`src/rtl/alu181_pkg.sv`:
```
// -----------------------------------------------------------------------------
// alu181_pkg
// Shared definitions for the nibble-serial 181-style ALU:
//   - state_t     : controller states (IDLE, RUN, DONE)
//   - S_*         : function-select codes, named after their logic-mode function
//                   (the same codes select the arithmetic (P,Q) pairs)
//   - seg7_hex()  : hex font for a 7-segment digit, {dp,g,f,e,d,c,b,a}, active-high
// -----------------------------------------------------------------------------
package alu181_pkg;

    typedef enum logic [1:0] {
        IDLE = 2'd0,
        RUN  = 2'd1,
        DONE = 2'd2
    } state_t;

    localparam logic [3:0] S_NOT_A       = 4'h0;
    localparam logic [3:0] S_NOR         = 4'h1;
    localparam logic [3:0] S_NOTA_AND_B  = 4'h2;
    localparam logic [3:0] S_ZERO        = 4'h3;
    localparam logic [3:0] S_NAND        = 4'h4;
    localparam logic [3:0] S_NOT_B       = 4'h5;
    localparam logic [3:0] S_XOR         = 4'h6;
    localparam logic [3:0] S_A_ANDNOT_B  = 4'h7;
    localparam logic [3:0] S_NOTA_OR_B   = 4'h8;
    localparam logic [3:0] S_XNOR        = 4'h9;
    localparam logic [3:0] S_B           = 4'hA;
    localparam logic [3:0] S_AND         = 4'hB;
    localparam logic [3:0] S_ONES        = 4'hC;
    localparam logic [3:0] S_A_ORNOT_B   = 4'hD;
    localparam logic [3:0] S_OR          = 4'hE;
    localparam logic [3:0] S_A           = 4'hF;

    // Decimal point is always off, so bit 7 stays 0.
    function automatic logic [7:0] seg7_hex(input logic [3:0] nib);
        logic [7:0] seg;
        case (nib)
            4'h0: seg = 8'h3F;
            4'h1: seg = 8'h06;
            4'h2: seg = 8'h5B;
            4'h3: seg = 8'h4F;
            4'h4: seg = 8'h66;
            4'h5: seg = 8'h6D;
            4'h6: seg = 8'h7D;
            4'h7: seg = 8'h07;
            4'h8: seg = 8'h7F;
            4'h9: seg = 8'h6F;
            4'hA: seg = 8'h77;
            4'hB: seg = 8'h7C;
            4'hC: seg = 8'h39;
            4'hD: seg = 8'h5E;
            4'hE: seg = 8'h79;
            default: seg = 8'h71;
        endcase
        return seg;
    endfunction

endpackage

```
`src/rtl/alu181_slice.sv`:
```
// -----------------------------------------------------------------------------
// alu181_slice
// Combinational 4-bit 181-style ALU slice.
// Ports:
//   i_a, i_b  [3:0]  operand nibbles
//   i_s       [3:0]  function select
//   i_m              1 = logic, 0 = arithmetic
//   i_cin            true (active-high) carry in, arithmetic only
//   o_f       [3:0]  result nibble
//   o_cout           true carry out (0 in logic mode)
// Arithmetic is F = P + Q + cin with P,Q bitwise functions of A,B, so chaining
// slices through the carry gives the exact full-width sum.
// -----------------------------------------------------------------------------
module alu181_slice
    import alu181_pkg::*;
(
    input  logic [3:0] i_a,
    input  logic [3:0] i_b,
    input  logic [3:0] i_s,
    input  logic       i_m,
    input  logic       i_cin,
    output logic [3:0] o_f,
    output logic       o_cout
);

    logic [3:0] w_logic;
    logic [3:0] w_p;
    logic [3:0] w_q;
    logic [4:0] w_sum;

    always_comb begin
        w_logic = 4'h0;
        case (i_s)
            S_NOT_A:      w_logic = ~i_a;
            S_NOR:        w_logic = ~(i_a | i_b);
            S_NOTA_AND_B: w_logic = ~i_a & i_b;
            S_ZERO:       w_logic = 4'h0;
            S_NAND:       w_logic = ~(i_a & i_b);
            S_NOT_B:      w_logic = ~i_b;
            S_XOR:        w_logic = i_a ^ i_b;
            S_A_ANDNOT_B: w_logic = i_a & ~i_b;
            S_NOTA_OR_B:  w_logic = ~i_a | i_b;
            S_XNOR:       w_logic = ~(i_a ^ i_b);
            S_B:          w_logic = i_b;
            S_AND:        w_logic = i_a & i_b;
            S_ONES:       w_logic = 4'hF;
            S_A_ORNOT_B:  w_logic = i_a | ~i_b;
            S_OR:         w_logic = i_a | i_b;
            default:      w_logic = i_a;
        endcase
    end

    always_comb begin
        w_p = 4'h0;
        w_q = 4'h0;
        case (i_s)
            4'h0: begin w_p = i_a;          w_q = 4'h0;         end
            4'h1: begin w_p = i_a | i_b;    w_q = 4'h0;         end
            4'h2: begin w_p = i_a | ~i_b;   w_q = 4'h0;         end
            4'h3: begin w_p = 4'h0;         w_q = 4'hF;         end
            4'h4: begin w_p = i_a;          w_q = i_a & ~i_b;   end
            4'h5: begin w_p = i_a | i_b;    w_q = i_a & ~i_b;   end
            4'h6: begin w_p = i_a;          w_q = ~i_b;         end
            4'h7: begin w_p = i_a & ~i_b;   w_q = 4'hF;         end
            4'h8: begin w_p = i_a;          w_q = i_a & i_b;    end
            4'h9: begin w_p = i_a;          w_q = i_b;          end
            4'hA: begin w_p = i_a | ~i_b;   w_q = i_a & i_b;    end
            4'hB: begin w_p = i_a & i_b;    w_q = 4'hF;         end
            4'hC: begin w_p = i_a;          w_q = i_a;          end
            4'hD: begin w_p = i_a | i_b;    w_q = i_a;          end
            4'hE: begin w_p = i_a | ~i_b;   w_q = i_a;          end
            default: begin w_p = i_a;       w_q = 4'hF;         end
        endcase
    end

    assign w_sum = {1'b0, w_p} + {1'b0, w_q} + {4'b0000, i_cin};

    always_comb begin
        if (i_m) begin
            o_f    = w_logic;
            o_cout = 1'b0;
        end else begin
            o_f    = w_sum[3:0];
            o_cout = w_sum[4];
        end
    end

endmodule

```
`src/rtl/alu181_serial.sv`:
```
// -----------------------------------------------------------------------------
// alu181_serial
// WIDTH-bit 181-style ALU computed one nibble per clock (LSB nibble first) on a
// single time-shared alu181_slice, carry rippled through a register.
// Parameters: WIDTH (multiple of 4, 4..32), SCAN_DIV (display scan period,
//             used only when ALU181_DISP_EN is defined).
// Ports:
//   clk, rst_n           clock, asynchronous active-low reset
//   in_valid / in_ready  request handshake (accept when both high)
//   a_i, b_i, s_i, m_i, cn_n_i   operands, select, mode, active-low carry in
//   out_valid / out_ready        result handshake (consume when both high)
//   f_o, co_o, zero_o, aeqb_o    registered result and flags
//   seg_o, dig_o         7-segment scan outputs (only with ALU181_DISP_EN)
// Handshake: a transfer happens on a rising edge where valid && ready. in_ready
// is high only in IDLE; out_valid is high only in DONE and stays high, with
// f_o and flags stable, until out_ready is seen.
// Configuration macro: ALU181_DISP_EN adds the multiplexed hex display.
// -----------------------------------------------------------------------------
module alu181_serial
    import alu181_pkg::*;
#(
    parameter int WIDTH    = 16,
    parameter int SCAN_DIV = 50000
) (
    input  logic             clk,
    input  logic             rst_n,
    input  logic             in_valid,
    output logic             in_ready,
    input  logic [WIDTH-1:0] a_i,
    input  logic [WIDTH-1:0] b_i,
    input  logic [3:0]       s_i,
    input  logic             m_i,
    input  logic             cn_n_i,
    output logic             out_valid,
    input  logic             out_ready,
    output logic [WIDTH-1:0] f_o,
    output logic             co_o,
    output logic             zero_o,
    output logic             aeqb_o
`ifdef ALU181_DISP_EN
    ,
    output logic [7:0]           seg_o,
    output logic [WIDTH/4-1:0]   dig_o
`endif
);

    localparam int NSLICE = WIDTH / 4;
    localparam int KW     = (NSLICE > 1) ? $clog2(NSLICE) : 1;

    state_t           r_state;
    state_t           w_state_nxt;
    logic [WIDTH-1:0] r_a;
    logic [WIDTH-1:0] r_b;
    logic [3:0]       r_s;
    logic             r_m;
    logic             r_c;
    logic [KW-1:0]    r_k;
    logic [WIDTH-1:0] r_acc;
    logic [WIDTH-1:0] r_f;
    logic             r_co;
    logic             r_zero;
    logic             r_aeqb;

    logic [3:0]       w_slice_f;
    logic             w_slice_cout;
    logic             w_last;
    logic [WIDTH+3:0] w_cat;
    logic [WIDTH-1:0] w_full;

    // Operands are shifted right each slice, so the slice always reads nibble 0.
    alu181_slice u_slice (
        .i_a    (r_a[3:0]),
        .i_b    (r_b[3:0]),
        .i_s    (r_s),
        .i_m    (r_m),
        .i_cin  (r_c),
        .o_f    (w_slice_f),
        .o_cout (w_slice_cout)
    );

    assign w_last = (r_k == KW'(NSLICE - 1));

    // Result nibbles enter at the top of r_acc and move down; on the last
    // slice the freshly computed nibble completes the word.
    assign w_cat  = {w_slice_f, r_acc};
    assign w_full = w_cat[WIDTH+3:4];

    always_comb begin
        w_state_nxt = r_state;
        in_ready    = 1'b0;
        out_valid   = 1'b0;
        case (r_state)
            IDLE: begin
                in_ready = 1'b1;
                if (in_valid) w_state_nxt = RUN;
            end
            RUN: begin
                if (w_last) w_state_nxt = DONE;
            end
            DONE: begin
                out_valid = 1'b1;
                if (out_ready) w_state_nxt = IDLE;
            end
            default: w_state_nxt = IDLE;
        endcase
    end

    always_ff @(posedge clk or negedge rst_n) begin
        if (!rst_n) begin
            r_state <= IDLE;
        end else begin
            r_state <= w_state_nxt;
        end
    end

    always_ff @(posedge clk or negedge rst_n) begin
        if (!rst_n) begin
            r_a    <= '0;
            r_b    <= '0;
            r_s    <= 4'h0;
            r_m    <= 1'b0;
            r_c    <= 1'b0;
            r_k    <= '0;
            r_acc  <= '0;
            r_f    <= '0;
            r_co   <= 1'b0;
            r_zero <= 1'b0;
            r_aeqb <= 1'b0;
        end else begin
            case (r_state)
                IDLE: begin
                    if (in_valid) begin
                        r_a <= a_i;
                        r_b <= b_i;
                        r_s <= s_i;
                        r_m <= m_i;
                        // Logic mode never looks at the carry, so forcing
                        // it low keeps the slice carry path quiet.
                        r_c <= ~cn_n_i & ~m_i;
                        r_k <= '0;
                    end
                end
                RUN: begin
                    r_a   <= r_a >> 4;
                    r_b   <= r_b >> 4;
                    r_c   <= w_slice_cout;
                    r_k   <= r_k + KW'(1);
                    r_acc <= w_full;
                    if (w_last) begin
                        r_f    <= w_full;
                        r_co   <= w_slice_cout;
                        r_zero <= (w_full == '0);
                        r_aeqb <= (w_full == '1);
                    end
                end
                default: ;
            endcase
        end
    end

    assign f_o    = r_f;
    assign co_o   = r_co;
    assign zero_o = r_zero;
    assign aeqb_o = r_aeqb;

`ifdef ALU181_DISP_EN
    // Digit scan: index advances every SCAN_DIV clocks and wraps after the
    // top nibble. The shown value is f_o, i.e. the last completed result.
    logic [31:0]        r_scan_cnt;
    logic [KW-1:0]      r_scan_idx;
    logic [7:0]         r_seg;
    logic [NSLICE-1:0]  r_dig;

    always_ff @(posedge clk or negedge rst_n) begin
        if (!rst_n) begin
            r_scan_cnt <= '0;
            r_scan_idx <= '0;
            r_seg      <= 8'h00;
            r_dig      <= '1;
        end else begin
            if (r_scan_cnt >= 32'(SCAN_DIV - 1)) begin
                r_scan_cnt <= '0;
                if (r_scan_idx == KW'(NSLICE - 1)) r_scan_idx <= '0;
                else                                r_scan_idx <= r_scan_idx + KW'(1);
            end else begin
                r_scan_cnt <= r_scan_cnt + 32'd1;
            end
            r_dig <= ~(NSLICE'(1) << r_scan_idx);
            r_seg <= seg7_hex(r_f[r_scan_idx*4 +: 4]);
        end
    end

    assign seg_o = r_seg;
    assign dig_o = r_dig;
`endif

endmodule

```
`config.mk`:
```
export PLATFORM = sky130hd
export DESIGN_NAME = alu181_serial
export DESIGN_NICKNAME = d
export VERILOG_FILES = /design/src/rtl/alu181_pkg.sv /design/src/rtl/alu181_slice.sv /design/src/rtl/alu181_serial.sv
export SDC_FILE = /design/constraint.sdc
export NUM_CORES = 1
export LEC_CHECK = 0
export CAP_MARGIN = 15
export CORE_ASPECT_RATIO = 0.7
export CORE_MARGIN = 2
export CORE_UTILIZATION = 40
export DETAILED_ROUTE_END_ITERATION = 6
export GPL_TIMING_DRIVEN = 0
export PLACE_DENSITY = 0.65
export SYNTH_ARGS = -nofsm -noshare
export SYNTH_HDL_FRONTEND = slang
export SYNTH_SLANG_ARGS = --single-unit
```
`constraint.sdc`:
```
create_clock -name clk -period 6.1 [get_ports clk]
set_input_delay 0.915 -clock clk [delete_from_list [all_inputs] [get_ports clk]]
set_output_delay 0.915 -clock clk [all_outputs]
set_load 0.03 [all_outputs]
```
; After elaboration in Yosys (flattened, before gate mapping)
; Index checks and enable logic that the tools add are counted.
[totals]
register_bits = 77
input_bits = 42
output_inout_bits = 21
elab_cells = 84
[op_classes]
add_sub_neg = 3
n_eq_ne = 21
muxes = 19
bitwise_logic = 15
reduce_logical = 14
[ops]
columns = op, n
row1 = $pmux W16 S2, 2
row2 = $pmux W4 S15, 1
row3 = $mux W16, 2
row4 = $eq A4 B4 Y1 const B, 7
row5 = $pmux W4 S6, 1
row6 = $not A4 Y4, 5
row7 = $pmux W4 S5, 1
row8 = $eq A16 B16 Y1 const B, 1
row9 = $eq A4 B3 Y1 const B, 4
row10 = $logic_not A16 Y1, 1
row11 = $and A4 B4 Y4, 3
row12 = $or A4 B4 Y4, 3
row13 = $reduce_or A3 Y1, 4
row14 = $eq A4 B2 Y1 const B, 2
row15 = $mux W2, 4
row16 = $ne A2 B2 Y1 const B, 3
row17 = $pmux W2 S3, 1
row18 = $reduce_and A2 Y1, 3
row19 = $add A4 B4 Y5, 1
row20 = $add A5 B1 Y5, 1
row21 = $eq A2 B2 Y1 const B, 2
row22 = $eq A4 B1 Y1 const B, 1
row23 = $logic_not A4 Y1, 1
row24 = $mux W1, 4
row25 = other kinds (12), 14

; Longest topological paths before layout
[logic_depth]
word_depth = 7
ltp_mapped = 14
depth_no_buf = 14

; By module
; A second synthesis with hierarchy kept.
[unflattened]
hier_cells = 508
area_unflattened_um2 = 4430.5
[by_module_without_submodules]
columns = mod, instances, cells_per_inst, area_each_um2, seq_area_each_um2
row1 = alu181_serial, 1, 313, 3089.2, 1826.8
row2 = alu181_slice, 1, 195, 1341.3, 0.0

; Least setup slack after synthesis
; No wires, ideal clock.
[synth_timing]
path_type = reg2reg
start = register r_s[0]
end = register r_aeqb (netlist: aeqb_o)
setup_time_ps = 66
t_arrival_ps = 2958
required_ps = 6034
path_slack_ps = 3076
path_stages_with_launch = 14
path_buffers = 3
period_less_slack_ps = 3024
cell_sequence = dfrtp_1 buf_2 buf_2 buf_2 mux2i_1 nand2_1 o211ai_1 o211ai_1 fa_1 fa_1 o22ai_1 a21o_1 nor4_2 a22o_1
[synth_via]
elab_chain_cells = 7
elab_cells_between_ends = 28
classes_between = add/sub: 2 / eq/ne: 15 / mux: 4 / reduce/logical: 7
[synth_rtl]
columns = element, line
row1 = "start, declared", alu181_serial.sv:54  ; logic [3:0] r_s;
row2 = "start signal, assigned", alu181_serial.sv:135  ; r_s <= s_i;
row3 = "$eq A4 B4 Y1, or another cell as far along", "alu181_slice.sv:33, alu181_slice.sv:56"
row4 = $reduce_or A3 Y1 (no line) / $reduce_or A2 Y1 (equally long branches), -
row5 = $pmux W4 S6 / $pmux W4 S5 (equally long branches), alu181_slice.sv:56  ; case (i_s)
row6 = $add A4 B4 Y5, alu181_slice.sv:76  ; assign w_sum = {1'b0, w_p} + {1'b0, w_q} + {4'b0000, i_cin};
row7 = $add A5 B1 Y5, alu181_slice.sv:76
row8 = $mux W4 (*), alu181_slice.sv:79  ; if (i_m) begin
row9 = $eq A16 B16 Y1 (*), alu181_serial.sv:153  ; r_aeqb <= (w_full == '1);
row10 = "end signal, assigned", alu181_serial.sv:153
row11 = "end, declared", alu181_serial.sv:62  ; logic r_aeqb;
; Mark *: on every way between the ends. The rest lies on a longest branch, timed or not.
; A chain may end at the register's enable or synchronous reset.

; Final worst setup path
[layout_timing]
start = register r_s[1]
end = register r_aeqb (netlist: aeqb_o)
; The elaborated chain is that of the path after synthesis.

==> impl_metrics.csv <==
group,metric,value,unit
status,run_status,"completed",
clock_tree,cts_tree,"done",
setup_path,cp_data_arrival_time,4.29,ns
routing,route.detailed.drc,0,
clock_tree,cts_resized,0,
synthesis,synth_cell_type_count,51,
setup_path,crit_family,"compound AO/OA/AOI/OAI gates",
min_path,hold_path.class,"reg -> reg",
floorplan,fp.dieH,92.0,µm
setup_path,setup.worst_path.start,"r_s[1]",
global_routing,use_met2,0.323,
synthesis,yosysMostFrequentCell,"nand2_1",
power,pwr-share-clk,0.144,
setup_path,worstPathCellList,"buf_2 > buf_2 > clkbuf_1 > clkbuf_1 > nor2_1 > a32oi_1 > o211ai_1 > ha_1 > a21o_1 > a21oi_1 > xnor2_1 > o221ai_1 > nor4_2 > a22o_1",
clock_tree,cts_hold_buf,0,
setup_path,r2r_cells,14,
floorplan,design.die.area,11900,µm²
final_layout,antenna_cells,0,
power,power_leakage,2.37,nW
power,power_switching,1.73,mW
global_routing,use_met3,0.0461,
routing,avgViaCountPerCell,5.61,
global_routing,grt_overflow_total,0,
setup_path,reg2reg_slack,2.03,ns
min_path,hold_path_startpoint,"f_o[15]",
clock_tree,cts-htree-levels,3,
job,drv_cap,0,
setup_path,reg2reg_from,"r_s[1]",
global_routing,use_met1,0.368,
setup_path,endpoint_kind,"flop",
sta,period_share,0.667,
clock_tree,clockRootBuffer,"clkbuf_16",
routing,firstDrtPassIters,5,
floorplan,rows,32,
final_layout,nFillCells,1065,
sta,final.min_clock_period,4.07,ns
synthesis,synth_top_area_cell,"dfrtp_1",
final_layout,syn2layout_area_growth,25.5,%
synthesis,ys_top_cells_by_count,"nand2_1, dfrtp_1, nor2_1, o21ai_1, clkbuf_1",
clock_tree,cts_buffers,9,
power,internal_power,1.87,mW
sta,setup_viol,0,
power,power_density,649,nW/µm²
routing,ant_nets,0,
setup_path,worstSetupPathType,"reg -> reg",
sta,hold_viol,0,
placement,place_congestion,0.891,
power,ir_worst_vdd,0.000247,V
synthesis,syn_area,4430,µm²
synthesis,synth-main-ff-cell,"dfrtp_1",
synthesis,avgSynthCellArea,8.51,µm²
final_layout,drive_above_1_share,0.0785,
synthesis,ys_ff_latch,73,
clock_tree,postCtsSetupBuffers,0,
routing,wl_per_cell,17.6,µm
synthesis,seq_area_frac_synth,0.413,
setup_path,worst-path-buf-inv,4,
floorplan,core,10900,µm²
routing,vias,4217,
min_path,min_to,"f_o[15]",
routing,drtIter0Drc,404,
synthesis,ys_warn_count,0,
synthesis,ys_async_sr_fraction,1.00,
routing,wirelength,13300,µm
synthesis,yosysTopAreaCellShare,0.413,
power,p_comb_frac,0.598,
floorplan,ios,63,
final_layout,final_util,0.510,
placement,dp.final_hpwl,10000,µm
setup_path,worstPathRequired,6.32,ns
clock_tree,clk_latency,0.33,ns
setup_path,r2r_end,"aeqb_o",
global_routing,grt_pass1_wl,21500,µm
sta,fin_setup_tns,0,ns
floorplan,start_util,0.406,
global_routing,grtUsageTotal,0.233,
power,power_frac_seq,0.258,
global_routing,antenna_found_initial,0,
sta,fin_worst_skew,0.00527,ns
synthesis,synth-edff-count,0,
clock_tree,clock_path_buffers,2,
setup_path,slowest_delay,0.60,ns
power,sw_frac_of_total,0.481,
synthesis,syn_nets,584,
setup_path,crit_fanout,10,
min_path,min_delay_path_depth,2,
sta,fmax,0.246,GHz
global_routing,grt_max_degree,74,
synthesis,netlist_instances,520,
sta,grt_setup_unrepaired,"false",
setup_path,startpoint_type,"flop",
clock_tree,path_clk_slew,0.05,ns
final_layout,fin_nets,658,
sta,drv_slew,0,
clock_tree,clock-sinks,73,
setup_path,slowest_stage,"o221ai_1",
global_routing,grt_pass1_vias,3966,
sta,tightestPinTransition,0.742,ns
global_routing,grt-busiest-layer,"met1",
synthesis,synth.area.top_cells,"dfrtp_1, nand2_1, ha_1, nor2_1, mux2_2",
sta,slew_headroom,0.506,
placement,numPortBuffers,62,
floorplan,die_w,130,µm
power by group through the flow:
stage | combinational [mW] | clock, mW | sequential (mW)
final | 2.16 | 0.518 | 0.930
after global routing | 2.38 | 0.544 | 0.964
after CTS | 2.14 | 0.522 | 0.928
after detailed placement | 2.12 | 0 | 0.937
after global placement | 2.12 | 0 | 0.929
after floorplan | 1.40 | 0 | 0.969
worst min-delay path, cell delays in order (launching register included):
cell and delay (ns):
dfrtp_1 0.34, nand2_1 0.05, o21ai_1 0.06
routing by layer:
layer / vias to the layer above / share of wire
li1: 1988 / -
met1: 2019 / 0.49
met2: 191 / 0.42
met3: 19 / 0.075
met4: 0 / 0.013
met5: - / 0
layout by cell type, fill, tap and decap left out, types with 3 or more instances in the layout:
master / synthesis / layout
ha_1: 20 / 20
nor4_1: 5 / 5
buf_2: 11 / 11
nor4b_1: 5 / 5
o221ai_1: 4 / 4
a32oi_1: 4 / 4
a21o_1: 8 / 8
dfrtp_1: 73 / 73
nand2b_1: 9 / 9
nor2_1: 44 / 44
o21ai_1: 28 / 28
inv_1: 12 / 12
clkdlybuf4s50_1: 0 / 61
clkbuf_16: 0 / 9
o211ai_1: 13 / 13
a2bb2oi_1: 3 / 3
mux2i_1: 5 / 5
a31oi_1: 23 / 23
nand3_1: 6 / 6
clkbuf_1: 24 / 27
a21oi_1: 18 / 18
nand2_1: 113 / 113
nor2b_1: 9 / 9
nand3b_1: 10 / 10
a22oi_1: 4 / 4
o21ai_0: 15 / 15
mux2_2: 14 / 14
nand4_1: 5 / 5
kinds of logic after synthesis:
kind of cell	share of synthesized area
compound gates	0.190
xor+xnor	0.00396
simple gates	0.232
flops	0.413
buf+inv	0.0489
mux	0.0469
fa+ha+maj	0.0656
cell type report:
cell class,instances,area [µm²],share of cell area
Multi-Input combinational cell,395,2380,0.429
Sequential cell,73,1830,0.329
Timing Repair Buffer,63,646,0.116
Clock buffer,13,250,0.0451
Tap cell,153,191,0.0345
Buffer,38,164,0.0295
Inverter,14,52.6,0.00946
Clock inverter,3,40.0,0.00721
sequential cells by signal, summed over array words and instances, names as in the netlist:
register,cells
f_o,16
r_a,16
r_b,16
r_acc,12
r_s,4
r_k,2
r_state,2
aeqb_o,1
co_o,1
r_c,1
r_m,1
zero_o,1
worst max-delay path by stage:
stage | depth (start not counted) | endpoint | slack [ns]
finish | 14 | aeqb_o | 2.03
global route | 14 | zero_o | 1.71
CTS | 14 | aeqb_o | 2.10
detailed placement | 14 | aeqb_o | 2.11
global placement | 1 | r_a[15] | 1.66
floorplan | 13 | aeqb_o | 3.08
through the flow:
step / area [µm²] / setup WS (ns) / power [mW] / hold WS (ns) / std cells
2_1_floorplan: 4430 / 3.08 / 2.37 / 0.455 / 520
3_3_place_gp: 5240 / 1.66 / 3.04 / 0.465 / 735
3_5_place_dp: 5260 / 2.11 / 3.06 / 0.477 / 736
4_1_cts: 5550 / 2.10 / 3.59 / 0.488 / 752
5_1_grt: 5550 / 1.71 / 3.88 / 0.507 / 752
6_report: 5550 / 2.03 / 3.61 / 0.482 / 752
Power figures use the tool's default switching activity.
